<file path="src/rtl/my_112l_pkg.sv">
// Shared types and constants for the pipeline stall/flush sequencer.
package my_112l_pkg;

    typedef enum logic [0:0] {PCTRL_RUN, PCTRL_MD_WAIT} pctrl_state_e;

    localparam logic [4:0] REG_X0 = 5'd0;

    localparam logic [0:0] ST_RUN     = 1'b0;
    localparam logic [0:0] ST_MD_WAIT = 1'b1;

endpackage

</file>
<file path="src/rtl/pipeline_ctrl_if.sv">
// Hazard inputs and pipeline-register control outputs of the stall/flush sequencer.
interface pipeline_ctrl_if #(parameter int CNT_W = 32);
    logic             idex_memread;
    logic [4:0]       idex_rd;
    logic [4:0]       ifid_rs1;
    logic [4:0]       ifid_rs2;
    logic             ifid_use_rs1;
    logic             ifid_use_rs2;
    logic             ex_redirect;
    logic             ex_muldiv;
    logic             muldiv_done;
    logic             dmem_req;
    logic             dmem_ready;
    logic             pc_write;
    logic             ifid_write;
    logic             idex_write;
    logic             exmem_write;
    logic             ifid_flush;
    logic             idex_bubble;
    logic             exmem_bubble;
    logic             memwb_bubble;
    logic             muldiv_start;
    logic [CNT_W-1:0] stall_cycles;

    modport master (
        output idex_memread, idex_rd, ifid_rs1, ifid_rs2, ifid_use_rs1, ifid_use_rs2,
               ex_redirect, ex_muldiv, muldiv_done, dmem_req, dmem_ready,
        input  pc_write, ifid_write, idex_write, exmem_write, ifid_flush,
               idex_bubble, exmem_bubble, memwb_bubble, muldiv_start, stall_cycles
    );

    modport slave (
        input  idex_memread, idex_rd, ifid_rs1, ifid_rs2, ifid_use_rs1, ifid_use_rs2,
               ex_redirect, ex_muldiv, muldiv_done, dmem_req, dmem_ready,
        output pc_write, ifid_write, idex_write, exmem_write, ifid_flush,
               idex_bubble, exmem_bubble, memwb_bubble, muldiv_start, stall_cycles
    );
endinterface

</file>
<file path="src/rtl/pipeline_ctrl_load_use_detect.sv">
// Detects an ID instruction reading the destination of a load currently in EX.
import my_112l_pkg::*;

module load_use_detect (
    input  logic       idex_memread,
    input  logic [4:0] idex_rd,
    input  logic [4:0] ifid_rs1,
    input  logic [4:0] ifid_rs2,
    input  logic       ifid_use_rs1,
    input  logic       ifid_use_rs2,
    output logic       load_use
);

    logic rs1_hit_s;
    logic rs2_hit_s;

    // x0 is never a real dependency, so it cannot cause a stall.
    always_comb begin
        rs1_hit_s = ifid_use_rs1 & (idex_rd == ifid_rs1);
        rs2_hit_s = ifid_use_rs2 & (idex_rd == ifid_rs2);
        load_use  = idex_memread & (idex_rd != REG_X0) & (rs1_hit_s | rs2_hit_s);
    end

endmodule

</file>
<file path="src/rtl/pipeline_ctrl.sv">
// Merges memory, MUL/DIV, redirect and load-use hazards into pipeline-register enables.
import my_112l_pkg::*;

module pipeline_ctrl #(
    parameter int CNT_W = 32
) (
    input  logic     clk,
    input  logic     reset,
    pipeline_ctrl_if.slave bus
);

    logic [0:0]       state_q, state_d;
    logic             md_done_q, md_done_d;
    logic [CNT_W-1:0] stall_cycles_q, stall_cycles_d;

    logic load_use_s;
    logic mem_stall_s;
    logic done_eff_s;

    logic pc_write_s, ifid_write_s, idex_write_s, exmem_write_s;
    logic ifid_flush_s, idex_bubble_s, exmem_bubble_s, memwb_bubble_s, muldiv_start_s;

    load_use_detect u_load_use_detect (
        .idex_memread (bus.idex_memread),
        .idex_rd      (bus.idex_rd),
        .ifid_rs1     (bus.ifid_rs1),
        .ifid_rs2     (bus.ifid_rs2),
        .ifid_use_rs1 (bus.ifid_use_rs1),
        .ifid_use_rs2 (bus.ifid_use_rs2),
        .load_use     (load_use_s)
    );

    // Priority resolution of hazard sources and next-state computation.
    always_comb begin
        mem_stall_s    = bus.dmem_req & ~bus.dmem_ready;
        done_eff_s     = bus.muldiv_done | md_done_q;
        pc_write_s     = 1'b1;
        ifid_write_s   = 1'b1;
        idex_write_s   = 1'b1;
        exmem_write_s  = 1'b1;
        ifid_flush_s   = 1'b0;
        idex_bubble_s  = 1'b0;
        exmem_bubble_s = 1'b0;
        memwb_bubble_s = 1'b0;
        muldiv_start_s = 1'b0;
        state_d        = state_q;
        md_done_d      = md_done_q;

        if (reset) begin
            pc_write_s    = 1'b0;
            ifid_write_s  = 1'b0;
            idex_write_s  = 1'b0;
            exmem_write_s = 1'b0;
            state_d       = ST_RUN;
            md_done_d     = 1'b0;
        end else begin
            case (state_q)
                ST_RUN: begin
                    if (mem_stall_s) begin
                        pc_write_s     = 1'b0;
                        ifid_write_s   = 1'b0;
                        idex_write_s   = 1'b0;
                        exmem_write_s  = 1'b0;
                        memwb_bubble_s = 1'b1;
                    end else if (bus.ex_muldiv) begin
                        muldiv_start_s = 1'b1;
                        pc_write_s     = 1'b0;
                        ifid_write_s   = 1'b0;
                        idex_write_s   = 1'b0;
                        exmem_bubble_s = 1'b1;
                        state_d        = ST_MD_WAIT;
                    end else if (bus.ex_redirect) begin
                        ifid_flush_s  = 1'b1;
                        idex_bubble_s = 1'b1;
                    end else if (load_use_s) begin
                        pc_write_s    = 1'b0;
                        ifid_write_s  = 1'b0;
                        idex_bubble_s = 1'b1;
                    end else begin
                        state_d = ST_RUN;
                    end
                end
                ST_MD_WAIT: begin
                    if (bus.muldiv_done) begin
                        md_done_d = 1'b1;
                    end else begin
                        md_done_d = md_done_q;
                    end
                    if (mem_stall_s) begin
                        pc_write_s     = 1'b0;
                        ifid_write_s   = 1'b0;
                        idex_write_s   = 1'b0;
                        exmem_write_s  = 1'b0;
                        memwb_bubble_s = 1'b1;
                    end else if (!done_eff_s) begin
                        pc_write_s     = 1'b0;
                        ifid_write_s   = 1'b0;
                        idex_write_s   = 1'b0;
                        exmem_bubble_s = 1'b1;
                    end else begin
                        md_done_d = 1'b0;
                        state_d   = ST_RUN;
                    end
                end
                default: begin
                    state_d   = ST_RUN;
                    md_done_d = 1'b0;
                end
            endcase
        end

        if (reset) begin
            stall_cycles_d = {CNT_W{1'b0}};
        end else if (!pc_write_s) begin
            stall_cycles_d = stall_cycles_q + {{(CNT_W-1){1'b0}}, 1'b1};
        end else begin
            stall_cycles_d = stall_cycles_q;
        end
    end

    // State, pending-done flag and performance counter registers.
    always_ff @(posedge clk) begin
        if (reset) begin
            state_q        <= ST_RUN;
            md_done_q      <= 1'b0;
            stall_cycles_q <= {CNT_W{1'b0}};
        end else begin
            state_q        <= state_d;
            md_done_q      <= md_done_d;
            stall_cycles_q <= stall_cycles_d;
        end
    end

    assign bus.pc_write     = pc_write_s;
    assign bus.ifid_write   = ifid_write_s;
    assign bus.idex_write   = idex_write_s;
    assign bus.exmem_write  = exmem_write_s;
    assign bus.ifid_flush   = ifid_flush_s;
    assign bus.idex_bubble  = idex_bubble_s;
    assign bus.exmem_bubble = exmem_bubble_s;
    assign bus.memwb_bubble = memwb_bubble_s;
    assign bus.muldiv_start = muldiv_start_s;
    assign bus.stall_cycles = stall_cycles_q;

endmodule

</file>
<file path="src/flat_wrapper.sv">
// flat-port wrapper written by rule: the top's interface ports become plain ports
module pipeline_ctrl_flat 
#(
    parameter int CNT_W = 32
)
  (clk, reset, bus_idex_memread, bus_idex_rd, bus_ifid_rs1, bus_ifid_rs2, bus_ifid_use_rs1, bus_ifid_use_rs2, bus_ex_redirect, bus_ex_muldiv, bus_muldiv_done, bus_dmem_req, bus_dmem_ready, bus_pc_write, bus_ifid_write, bus_idex_write, bus_exmem_write, bus_ifid_flush, bus_idex_bubble, bus_exmem_bubble, bus_memwb_bubble, bus_muldiv_start, bus_stall_cycles);
  pipeline_ctrl_if #(.CNT_W(CNT_W)) bus_i ();
  input  logic clk;
  input  logic reset;
  input wire logic [$bits(bus_i.idex_memread)-1:0] bus_idex_memread;
  input wire logic [$bits(bus_i.idex_rd)-1:0] bus_idex_rd;
  input wire logic [$bits(bus_i.ifid_rs1)-1:0] bus_ifid_rs1;
  input wire logic [$bits(bus_i.ifid_rs2)-1:0] bus_ifid_rs2;
  input wire logic [$bits(bus_i.ifid_use_rs1)-1:0] bus_ifid_use_rs1;
  input wire logic [$bits(bus_i.ifid_use_rs2)-1:0] bus_ifid_use_rs2;
  input wire logic [$bits(bus_i.ex_redirect)-1:0] bus_ex_redirect;
  input wire logic [$bits(bus_i.ex_muldiv)-1:0] bus_ex_muldiv;
  input wire logic [$bits(bus_i.muldiv_done)-1:0] bus_muldiv_done;
  input wire logic [$bits(bus_i.dmem_req)-1:0] bus_dmem_req;
  input wire logic [$bits(bus_i.dmem_ready)-1:0] bus_dmem_ready;
  output wire logic [$bits(bus_i.pc_write)-1:0] bus_pc_write;
  output wire logic [$bits(bus_i.ifid_write)-1:0] bus_ifid_write;
  output wire logic [$bits(bus_i.idex_write)-1:0] bus_idex_write;
  output wire logic [$bits(bus_i.exmem_write)-1:0] bus_exmem_write;
  output wire logic [$bits(bus_i.ifid_flush)-1:0] bus_ifid_flush;
  output wire logic [$bits(bus_i.idex_bubble)-1:0] bus_idex_bubble;
  output wire logic [$bits(bus_i.exmem_bubble)-1:0] bus_exmem_bubble;
  output wire logic [$bits(bus_i.memwb_bubble)-1:0] bus_memwb_bubble;
  output wire logic [$bits(bus_i.muldiv_start)-1:0] bus_muldiv_start;
  output wire logic [$bits(bus_i.stall_cycles)-1:0] bus_stall_cycles;
  assign bus_i.idex_memread = bus_idex_memread;
  assign bus_i.idex_rd = bus_idex_rd;
  assign bus_i.ifid_rs1 = bus_ifid_rs1;
  assign bus_i.ifid_rs2 = bus_ifid_rs2;
  assign bus_i.ifid_use_rs1 = bus_ifid_use_rs1;
  assign bus_i.ifid_use_rs2 = bus_ifid_use_rs2;
  assign bus_i.ex_redirect = bus_ex_redirect;
  assign bus_i.ex_muldiv = bus_ex_muldiv;
  assign bus_i.muldiv_done = bus_muldiv_done;
  assign bus_i.dmem_req = bus_dmem_req;
  assign bus_i.dmem_ready = bus_dmem_ready;
  assign bus_pc_write = bus_i.pc_write;
  assign bus_ifid_write = bus_i.ifid_write;
  assign bus_idex_write = bus_i.idex_write;
  assign bus_exmem_write = bus_i.exmem_write;
  assign bus_ifid_flush = bus_i.ifid_flush;
  assign bus_idex_bubble = bus_i.idex_bubble;
  assign bus_exmem_bubble = bus_i.exmem_bubble;
  assign bus_memwb_bubble = bus_i.memwb_bubble;
  assign bus_muldiv_start = bus_i.muldiv_start;
  assign bus_stall_cycles = bus_i.stall_cycles;
  pipeline_ctrl #(.CNT_W(CNT_W)) u_core (.clk(clk), .reset(reset), .bus(bus_i));
endmodule
</file>
<file path="config.mk">
export PLATFORM = sky130hd
export DESIGN_NAME = pipeline_ctrl_flat
export DESIGN_NICKNAME = d
export VERILOG_FILES = /design/src/rtl/my_112l_pkg.sv /design/src/rtl/pipeline_ctrl_if.sv /design/src/rtl/pipeline_ctrl_load_use_detect.sv /design/src/rtl/pipeline_ctrl.sv /design/src/flat_wrapper.sv
export SDC_FILE = /design/constraint.sdc
export NUM_CORES = 1
export LEC_CHECK = 0
export ABC_AREA = 1
export BUFFER_PORTS_ARGS = -buffer_cell sky130_fd_sc_hd__buf_2
export CORE_MARGIN = 2
export CORE_UTILIZATION = 45
export DETAILED_ROUTE_END_ITERATION = 8
export PLACE_DENSITY_LB_ADDON = 0.3
export SETUP_SLACK_MARGIN = 0.4
export SLEW_MARGIN = 20
export SYNTH_ARGS = -nofsm -noshare
export SYNTH_HDL_FRONTEND = slang
export SYNTH_SLANG_ARGS = --single-unit
</file>
<file path="constraint.sdc">
create_clock -name clk -period 1.57 [get_ports clk]
set_clock_uncertainty 0.05 [all_clocks]
set_input_delay 0.2355 -clock clk [delete_from_list [all_inputs] [get_ports clk]]
set_output_delay 0.2355 -clock clk [all_outputs]
set_load 0.01 [all_outputs]
</file>
==> metrics.md <==
| Metric | Value |
|---|---|
| Leakage power | `2.03 nW` |
| IO Port Bufs | `65` |
| Final Hold Fails | `0` |
| Slew Viols, Final | `0` |
| Root buf cell | `clkbuf_8` |
| Pwr Density | `486 nW/um^2` |
| WS Path Type | `reg -> reg` |
| Mapped Area | `2540 um^2` |
| Non-Filler Instances | `613` |
| Design area | `4310 um^2` |
| Vias per cell | `5.68` |
| Startpoint types | `register` |
| Slew @ Worst Pin | `0.317 ns` |
| Rows | `27` |
| Initial antenna violation count | `0` |
| Global placer's final weighted congestion | `0.950` |
| Crit share post-route | `103%` |
| Worst vdd ir | `0.000414 V` |
| Worst-path maximum fanout | `4` |
| Crit. End Element | `register` |
| Status | `complete, but fails checks` |
| Max_slew headroom | `78.8%` |
| Total gr overflow | `0` |
| Antenna violation net count after detailed routing | `0` |
| Failing checks | `negative setup slack` |
| First-pass GRT wire length | `13.4 mm` |
| DRT Pass-1 Iters | `7` |
| RSZ-0062 raised after global routing | `true` |
| Reg clk slew, reported paths | `0.07 ns` |
| Die area | `6260 um^2` |
| Gr usage total | `26.9%` |
| Syn Area/Cell | `5.97 um^2` |
| Net switching power figure | `0.672 mW` |
| Part of the power in registers | `42.0%` |
| Synth cell types | `28` |
| Clk buf depth | `2` |
| Die Wd | `79.1 um` |
| Post-synthesis register bit count | `34` |
| Hold/Removal Path Class | `in -> reg` |
| Sequential cell area fraction in the yosys report | `26.8%` |
| Syn Inst Count | `425` |
| Cell internal pwr | `1.42 mW` |
| Sw frac | `32.1%` |
| DRC Markers | `0` |
| Avg WL per Cell | `17.6 um` |
| Final setup fails | `9` |
| Most common cell after layout, fill and taps aside | `nand2_1` |
| Placed Cells incl. Taps | `562` |
| 1st-iter DRT viols | `355` |
| Fin nets | `566` |
| Clk Latency, worst-skew pair | `0.30 ns` |
| Number of global-route vias before repair | `2953` |
| Pin count of the biggest net entering global routing | `35` |
| Syn. warnings | `0` |
| Synth-to-layout area growth | `70.0%` |
| Fillers | `352` |
| Max-Cap Viols | `0` |
| Initial Utilization | `46.4%` |
| Fmax | `0.617 GHz` |
| Sink Count | `34` |
| Clock share of power | `31.6%` |
| Syn nets | `451` |
| Min cycle time layout | `1.62 ns` |
| Total CTS buffers | `5` |
| I/O pins | `66` |
| Fin worst setup slack | `-0.0508 ns` |
| Vias | `3483` |
| Chip height | `79.1 um` |
| Worst EP arrival | `1.75 ns` |
| Gate power share | `26.3%` |
| Commonest non-fill, non-tap cells in the layout | `nand2_1 (118), buf_6 (45), nand3_1 (38)` |
| DP Area | `3200 um^2` |
| Core area | `5470 um^2` |
| WL final | `10.8 mm` |
| # H-tree levels | `2` |
| Share of post-route cells with drive strength above 1 | `51.0%` |
| Dpl hpwl | `5.54 mm` |
| CTS tree | `yes` |
| CP Data Required Time | `1.70 ns` |
| # diodes | `0` |
## cells in the mapped netlist
master | count | area, um^2
xnor2_1 | 1 | 8.76
o21ai_1 | 1 | 5.00
nand3b_1 | 11 | 82.6
nor2_1 | 45 | 169
o21ai_0 | 3 | 15.0
nor2_2 | 3 | 18.8
inv_1 | 41 | 154
nand3_1 | 42 | 210
a31oi_1 | 1 | 6.26
ha_1 | 1 | 12.5
nand3_2 | 1 | 10.0
nand2_1 | 151 | 567
buf_6 | 3 | 33.8
dfxtp_1 | 34 | 681
a21oi_1 | 29 | 145
nor2_4 | 6 | 67.6
a21oi_2 | 3 | 26.3
nand4_1 | 5 | 31.3
buf_2 | 7 | 35.0
xor2_1 | 14 | 123
clkbuf_1 | 3 | 11.3
nor3_1 | 8 | 40.0
nand2_4 | 2 | 22.5
inv_2 | 6 | 22.5
nor3_2 | 1 | 10.0
nand2_2 | 1 | 6.26
nor3_4 | 1 | 16.3
buf_4 | 1 | 7.51
## path summary, 6_finish.rpt
kind | startpoint | endpoint | slack [ns] | depth (start not counted)
setup / recovery | u_core.bus.stall_cycles[1] | u_core.bus.stall_cycles[28] | -0.05 | 10
hold reg to reg | u_core.bus.stall_cycles[30] | u_core.bus.stall_cycles[30] | 0.46 | 2
setup reg to reg | u_core.bus.stall_cycles[1] | u_core.bus.stall_cycles[28] | -0.05 | 10
hold / removal | bus_ex_muldiv | u_core.state_q | 0.19 | 3
## power by group through the flow
stage | Combinational [mW] | Sequential [mW] | Clock, mW
6_report | 0.552 | 0.881 | 0.664
4_1_cts | 0.389 | 0.884 | 0.653
5_1_grt | 0.579 | 0.883 | 0.690
3_5_place_dp | 0.313 | 0.912 | 0
3_3_place_gp | 0.308 | 0.910 | 0
2_1_floorplan | 0.200 | 0.913 | 0
## state kept, by name, summed over array words and instances (netlist names)
register	cells
u_core.bus.stall_cycles	32
u_core.md_done_q	1
u_core.state_q	1
## critical path, cell delays in order (launching register included)
cell	delay, ns
dfxtp_4	0.38
ha_4	0.16
inv_4	0.05
nor3_4	0.32
inv_2	0.09
nor2_4	0.12
nand2_1	0.07
nand2_1	0.08
nand2_1	0.07
nand2_1	0.08
a21oi_2	0.05
## per-layer routing
| layer | up-vias | part of all wire, % | global-route usage (%) |
|---|---|---|---|
| li1 | 1572 | - | - |
| met3 | 76 | 11 | 5.45 |
| met4 | 0 | 6.4 | 10.7 |
| met5 | - | 0 | 0 |
| met2 | 274 | 47 | 45.8 |
| met1 | 1561 | 36 | 33.2 |
## stage by stage
stage          setup slack (ns)  setup TNS [ns]  hold slack, ns  total power, mW  util, %
2_1_floorplan            0.0969               0           0.351             1.11        -
3_3_place_gp             0.0814               0           0.408             1.22     58.5
3_5_place_dp             0.0112               0           0.418             1.22     58.5
4_1_cts                  0.0459               0           0.194             1.93     66.7
5_1_grt                  -0.108           -1.05           0.215             2.15     78.8
6_report                -0.0508          -0.212           0.190             2.10     78.8
## cells by family (layout without fill, tap and decap cells)
group,after synthesis,in the layout,share of synthesized area [%]
buffers and inverters,61,177,10.4
AND/OR/NAND/NOR,277,277,49.3
adder cells (fa/ha/maj),1,1,0.493
flip-flops,34,34,26.8
AO/OA/AOI/OAI,37,37,7.79
XOR/XNOR,15,15,5.18
## timing repair
item	4_1_cts	5_1_grt
setup endpoints to repair	42	60
hold buffers	0	0
buffers inserted	24	17
resized for setup	54	119
pin swaps	38	46
hold endpoints to repair	0	0
cloned	0	2
## area by class of cell
cell class	count	area, um^2	share of cell area [%]
inverter	47	226	5.25
timing repair buffer	122	1120	25.9
clock buffer	6	72.6	1.68
sequential	34	768	17.8
tap	72	90.1	2.09
multi-input combinational	330	2030	47.1
clock inverter	2	8.76	0.203
Note: power is estimated with default switching activity, not from simulation.
